==> src/rtl/force_ctrl_pkg.sv <==
// Shared types and defaults for the force/override controller: state encoding,
// default bank geometry and a one-hot to index helper.
package force_ctrl_pkg;

    localparam int DEF_WIDTH  = 8;
    localparam int DEF_NREQ   = 4;
    localparam int DEF_HOLD_W = 4;

    typedef enum logic [1:0] {
        IDLE,
        FORCE,
        RELEASE
    } state_t;

    // Returns the position of the set bit; callers guarantee at most one bit is set.
    function automatic int onehot_to_index(input logic [31:0] onehot);
        int idx;
        idx = 0;
        for (int i = 0; i < 32; i++) begin
            if (onehot[i]) begin
                idx = i;
            end
        end
        return idx;
    endfunction

endpackage

==> src/rtl/force_override_ctrl_rr_arbiter.sv <==
// Combinational round-robin pick: scans req starting at ptr and returns the
// first requester found as a one-hot vector.
module rr_arbiter #(
    parameter int NREQ  = 4,
    parameter int PTR_W = (NREQ > 1) ? $clog2(NREQ) : 1
) (
    input  logic [NREQ-1:0]  req,
    input  logic [PTR_W-1:0] ptr,
    input  logic             en,
    output logic [NREQ-1:0]  grant,
    output logic             valid
);

    always_comb begin
        grant = '0;
        valid = 1'b0;
        for (int i = 0; i < NREQ; i++) begin
            if (en && !valid && req[(int'(ptr) + i) % NREQ]) begin
                grant[(int'(ptr) + i) % NREQ] = 1'b1;
                valid = 1'b1;
            end
        end
    end

endmodule

==> src/rtl/force_override_ctrl.sv <==
// Arbitrated timed force/override in front of a D-register bank.
// Build option FORCE_MASK_EN adds a per-requester bit mask limiting which bits are forced.
module force_override_ctrl
    import force_ctrl_pkg::*;
#(
    parameter int WIDTH  = DEF_WIDTH,
    parameter int NREQ   = DEF_NREQ,
    parameter int HOLD_W = DEF_HOLD_W
) (
    input  logic                   clk,
    input  logic                   rst,
    input  logic [WIDTH-1:0]       d,
    input  logic [NREQ-1:0]        req,
    input  logic [NREQ*WIDTH-1:0]  req_val,
    input  logic [NREQ*HOLD_W-1:0] req_hold,
`ifdef FORCE_MASK_EN
    input  logic [NREQ*WIDTH-1:0]  req_mask,
`endif
    output logic [NREQ-1:0]        gnt,
    output logic [NREQ-1:0]        done,
    output logic [WIDTH-1:0]       q,
    output logic                   forcing
);

    localparam int PTR_W = (NREQ > 1) ? $clog2(NREQ) : 1;

    state_t             state, state_nxt;
    logic [WIDTH-1:0]   q_nxt;
    logic [WIDTH-1:0]   val_r, val_nxt;
    logic [WIDTH-1:0]   forced_q;
    logic [HOLD_W-1:0]  cnt, cnt_nxt;
    logic [HOLD_W-1:0]  hold_sel;
    logic [PTR_W-1:0]   ptr, ptr_nxt;
    logic [PTR_W-1:0]   win, win_nxt;
    logic [NREQ-1:0]    done_nxt;
    logic [NREQ-1:0]    arb_grant;
    logic               arb_valid;
    int                 arb_idx;

    rr_arbiter #(
        .NREQ  (NREQ),
        .PTR_W (PTR_W)
    ) u_arb (
        .req   (req),
        .ptr   (ptr),
        .en    (state == IDLE),
        .grant (arb_grant),
        .valid (arb_valid)
    );

    assign arb_idx = onehot_to_index(32'(arb_grant));
    assign forcing = (state == FORCE);
    assign gnt     = forcing ? (NREQ'(1) << win) : '0;

`ifdef FORCE_MASK_EN
    logic [WIDTH-1:0] mask_r, mask_nxt;
    assign forced_q = (val_r & mask_r) | (d & ~mask_r);
`else
    assign forced_q = val_r;
`endif

    always_ff @(posedge clk) begin
        if (rst) begin
            state <= IDLE;
            q     <= '0;
            val_r <= '0;
            cnt   <= '0;
            ptr   <= '0;
            win   <= '0;
            done  <= '0;
        end else begin
            state <= state_nxt;
            q     <= q_nxt;
            val_r <= val_nxt;
            cnt   <= cnt_nxt;
            ptr   <= ptr_nxt;
            win   <= win_nxt;
            done  <= done_nxt;
        end
    end

`ifdef FORCE_MASK_EN
    always_ff @(posedge clk) begin
        if (rst) begin
            mask_r <= '0;
        end else begin
            mask_r <= mask_nxt;
        end
    end
`endif

    // q follows d except on FORCE edges where the owner still holds its request
    always_comb begin
        state_nxt = state;
        q_nxt     = d;
        val_nxt   = val_r;
        cnt_nxt   = cnt;
        ptr_nxt   = ptr;
        win_nxt   = win;
        done_nxt  = '0;
        hold_sel  = '0;
`ifdef FORCE_MASK_EN
        mask_nxt  = mask_r;
`endif
        case (state)
            IDLE: begin
                if (arb_valid) begin
                    state_nxt = FORCE;
                    val_nxt   = req_val[arb_idx*WIDTH +: WIDTH];
`ifdef FORCE_MASK_EN
                    mask_nxt  = req_mask[arb_idx*WIDTH +: WIDTH];
`endif
                    hold_sel  = req_hold[arb_idx*HOLD_W +: HOLD_W];
                    cnt_nxt   = (hold_sel == '0) ? HOLD_W'(1) : hold_sel;
                    win_nxt   = PTR_W'(arb_idx);
                    ptr_nxt   = PTR_W'((arb_idx + 1) % NREQ);
                end
            end
            FORCE: begin
                if (!req[win]) begin
                    state_nxt = RELEASE;
                end else begin
                    q_nxt = forced_q;
                    if (cnt == HOLD_W'(1)) begin
                        state_nxt     = RELEASE;
                        done_nxt[win] = 1'b1;
                    end else begin
                        cnt_nxt = cnt - HOLD_W'(1);
                    end
                end
            end
            RELEASE: begin
                state_nxt = IDLE;
            end
            default: begin
                state_nxt = IDLE;
            end
        endcase
    end

endmodule
==> config.mk <==
export PLATFORM = sky130hd
export DESIGN_NAME = force_override_ctrl
export DESIGN_NICKNAME = d
export VERILOG_FILES = /design/src/rtl/force_ctrl_pkg.sv /design/src/rtl/force_override_ctrl_rr_arbiter.sv /design/src/rtl/force_override_ctrl.sv
export SDC_FILE = /design/constraint.sdc
export NUM_CORES = 1
export LEC_CHECK = 0
export CORE_ASPECT_RATIO = 1.5
export CORE_MARGIN = 3
export CORE_UTILIZATION = 39
export CTS_CLUSTER_DIAMETER = 150
export DETAILED_ROUTE_END_ITERATION = 16
export PLACE_DENSITY_LB_ADDON = 0.1
export SLEW_MARGIN = 10
export SYNTH_ARGS = -nofsm -noshare
export SYNTH_HDL_FRONTEND = slang
export SYNTH_SLANG_ARGS = --single-unit
==> constraint.sdc <==
create_clock -name clk -period 3.24 [get_ports clk]
set_clock_uncertainty 0.1 [all_clocks]
set_input_delay 0.324 -clock clk [delete_from_list [all_inputs] [get_ports clk]]
set_output_delay 0.324 -clock clk [all_outputs]
set_load 0.02 [all_outputs]
==> impl_metrics.py <==
metrics = {
    "grt": {
        "grtUsageMet2": 0.380,
        "grt_pass1_wl_mm": 9.52,
        "grt_max_degree": 28,
        "grt_overflow_total": 0,
        "grtUsageTotal": 0.206,
        "grt_antenna_before_repair": 0,
        "grt_pass1_vias": 1973,
        "use_met3": 0.0408,
        "grt_use_met1": 0.231,
        "grt-busiest-layer": "met2",
    },
    "synthesis": {
        "post-synth-top-area-cell": "dfxtp_1",
        "synth.avg_cell_area_um2": 8.69,
        "ys_seq_area_frac": 0.319,
        "yosys.area.top_type_share": 0.319,
        "synth-edff-count": 0,
        "synthTopCellsByArea": "dfxtp_1, mux2i_1, nor2_1",
        "netlist_area_um2": 1890,
        "synth_common_cells": "nor2_1, dfxtp_1, mux2i_1, nand2_1, a21oi_1",
        "yosysUniqueCellTypes": 47,
        "synth-seq-cells": 30,
        "async_flop_share": 0,
        "netlist_instances": 217,
        "synth_most_common_cell": "nor2_1",
        "yosys_most_used_dff": "dfxtp_1",
        "synth_nets": 288,
        "ys_warn_count": 0,
    },
    "power": {
        "p_int_uw": 1280,
        "power.density_nw_per_um2": 694,
        "p_switching_uw": 825,
        "clockPowerShare": 0.145,
        "pwr-share-comb": 0.593,
        "irDropWorstVdd_mv": 0.414,
        "p_leak_uw": 0.00120,
        "seqPwrFrac": 0.262,
        "switching_share": 0.392,
    },
    "cts": {
        "cts_tree": "built",
        "clock-sinks": 30,
        "cts.clk_slew.worst_paths_ns": 0.06,
        "clockBufferDepth": 2,
        "cts_buffers": 5,
        "cts-root-buf": "clkbuf_8",
        "hold_buffers": 0,
        "h-tree-depth": 2,
        "clk-insertion-delay-late_ns": 0.28,
    },
    "timing": {
        "setup_violations": 0,
        "hold_viol": 0,
        "period_share": 0.993,
        "slew_viol_final": 0,
        "worstMarginPinSlew_ns": 0.536,
        "rsz0062_at_grt": "yes",
        "fmax_mhz": 311,
        "max_slew_margin": 0.641,
        "hold_ws_ns": 0.378,
        "setup-tns-final_ns": 0,
        "fin_crit_ns": 3.22,
    },
    "placement": {
        "hpwlAfterDp_mm": 4.55,
        "placed_cells": 373,
        "io_buffer_count": 78,
        "gp_congestion": 0.882,
    },
    "worst_hold_path": {
        "hold_path.class": "flip-flop to flip-flop",
    },
    "setup_path": {
        "cp.required_ns": 3.34,
        "cp_max_fo": 4,
        "startpoint_type": "flip-flop",
        "cp_data_arrival_time_ns": 3.32,
        "critPathCaptureType": "flip-flop",
        "path_class": "flip-flop to flip-flop",
    },
    "route": {
        "drcViolationCount": 0,
        "wl_mm": 5.63,
        "drtAntennaViolNets": 0,
        "dr.pass1.iters": 4,
        "routedWlPerCell_um": 14.7,
        "dr_total_vias": 1994,
        "drt_iter0_drc": 111,
        "vias_per_cell": 5.22,
    },
    "finish": {
        "drive_gt1_frac": 0.179,
        "nNetsFinal": 388,
        "nFillCells": 404,
        "fin_cells": 382,
        "diodes": 0,
        "area_growth_pct": 60.7,
        "final_core_util": 0.662,
    },
    "die": {
        "die_x_um": 62.8,
        "io_pins": 79,
        "rows": 30,
        "die_area_um2": 5720,
        "fp.dieH_um": 91.2,
        "start_util": 0.412,
        "core_um2": 4580,
    },
    "job": {
        "drv_cap": 0,
    },
    "run_status": {
        "outcome": "complete, no violations",
    },
}
-- stage by stage --
stage | worst slack (ns) | area (um^2) | total power, uW
CTS | 0.0113 | 3000 | 2080
global route | -0.0734 | 3030 | 2290
finish | 0.0240 | 3030 | 2100
floorplan | -0.0127 | 1910 | 1330
global placement | -0.163 | 2900 | 1770
detailed placement | -0.179 | 2900 | 1770
-- routing by layer --
layer,share of wire,routed length [um]
met5,0,0
met1,0.36,2040
met3,0.050,280
met4,0.014,77
met2,0.57,3230
-- state kept, by name, summed over array words and instances (netlist names) --
signal,flops
cnt,4
done,4
forced_q,8
ptr,2
q,8
state,2
win,2
-- critical path, cell delays in order, from the launching register on --
cell and delay, ns:
dfxtp_4 0.36, inv_4 0.04, ha_4 0.28, buf_6 0.10, mux4_2 0.54, nor3b_2 0.20, o21ai_4 0.15, nand3_4 0.09
mux2_4 0.29, a221o_1 0.32, or4b_1 0.53, o211ai_2 0.14
-- cell families after synthesis --
logic type | after synthesis | share of synthesized area
simple gates | 90 | 0.238
compound gates | 49 | 0.196
flops | 30 | 0.319
mux | 21 | 0.148
buf+inv | 17 | 0.0345
fa+ha+maj | 9 | 0.0597
xor+xnor | 1 | 0.00465
-- power by group through the flow --
| stage | registers, uW | logic (uW) | clock network [uW] |
|---|---|---|---|
| 2_1_floorplan | 569 | 756 | 0 |
| 3_3_place_gp | 556 | 1210 | 0 |
| 3_5_place_dp | 557 | 1220 | 0 |
| 4_1_cts | 550 | 1220 | 310 |
| 5_1_grt | 565 | 1400 | 329 |
| 6_report | 550 | 1250 | 306 |
-- timing repair --
| item | in CTS | in global routing |
|---|---|---|
| resized for setup | 1 | 7 |
| setup buffers | 0 | 1 |
| setup endpoints to repair | 1 | 1 |
| pin swaps | 0 | 7 |
-- area by class of cell --
| cell class | instances | area [um^2] | area share |
|---|---|---|---|
| flip-flops and latches | 30 | 606 | 0.200 |
| well taps | 64 | 80.1 | 0.0264 |
| inverters | 8 | 32.5 | 0.0107 |
| clock buffers | 7 | 86.3 | 0.0285 |
| repair buffers | 102 | 965 | 0.318 |
| multi-input cells | 170 | 1260 | 0.415 |
| clock inverters | 1 | 5.00 | 0.00165 |
-- cell usage in the layout, fill, tap and decap left out, types with 5 or more instances in the layout --
master / instances
clkbuf_8: 6
o221ai_1: 5
mux2i_1: 14
buf_4: 23
clkdlybuf4s50_1: 78
and2_1: 5
a211oi_1: 8
a21oi_1: 11
dfxtp_1: 28
a222oi_1: 6
nor2b_1: 7
ha_1: 8
mux4_2: 5
nor3_1: 8
inv_1: 5
nor2_1: 35
nand2_1: 13
-- final timing paths --
kind                                          start             endpoint  slack (ns)  cells after the start
worst max-delay path            ptr[0]$_SDFFE_PP0P_  cnt[0]$_SDFFE_PP0P_        0.02                     11
worst min-delay path            cnt[1]$_SDFFE_PP0P_  cnt[1]$_SDFFE_PP0P_        0.38                      2
worst max register to register  ptr[0]$_SDFFE_PP0P_  cnt[0]$_SDFFE_PP0P_        0.02                     11
worst min register to register  cnt[1]$_SDFFE_PP0P_  cnt[1]$_SDFFE_PP0P_        0.38                      2
Note: power is estimated with default switching activity, not from simulation.
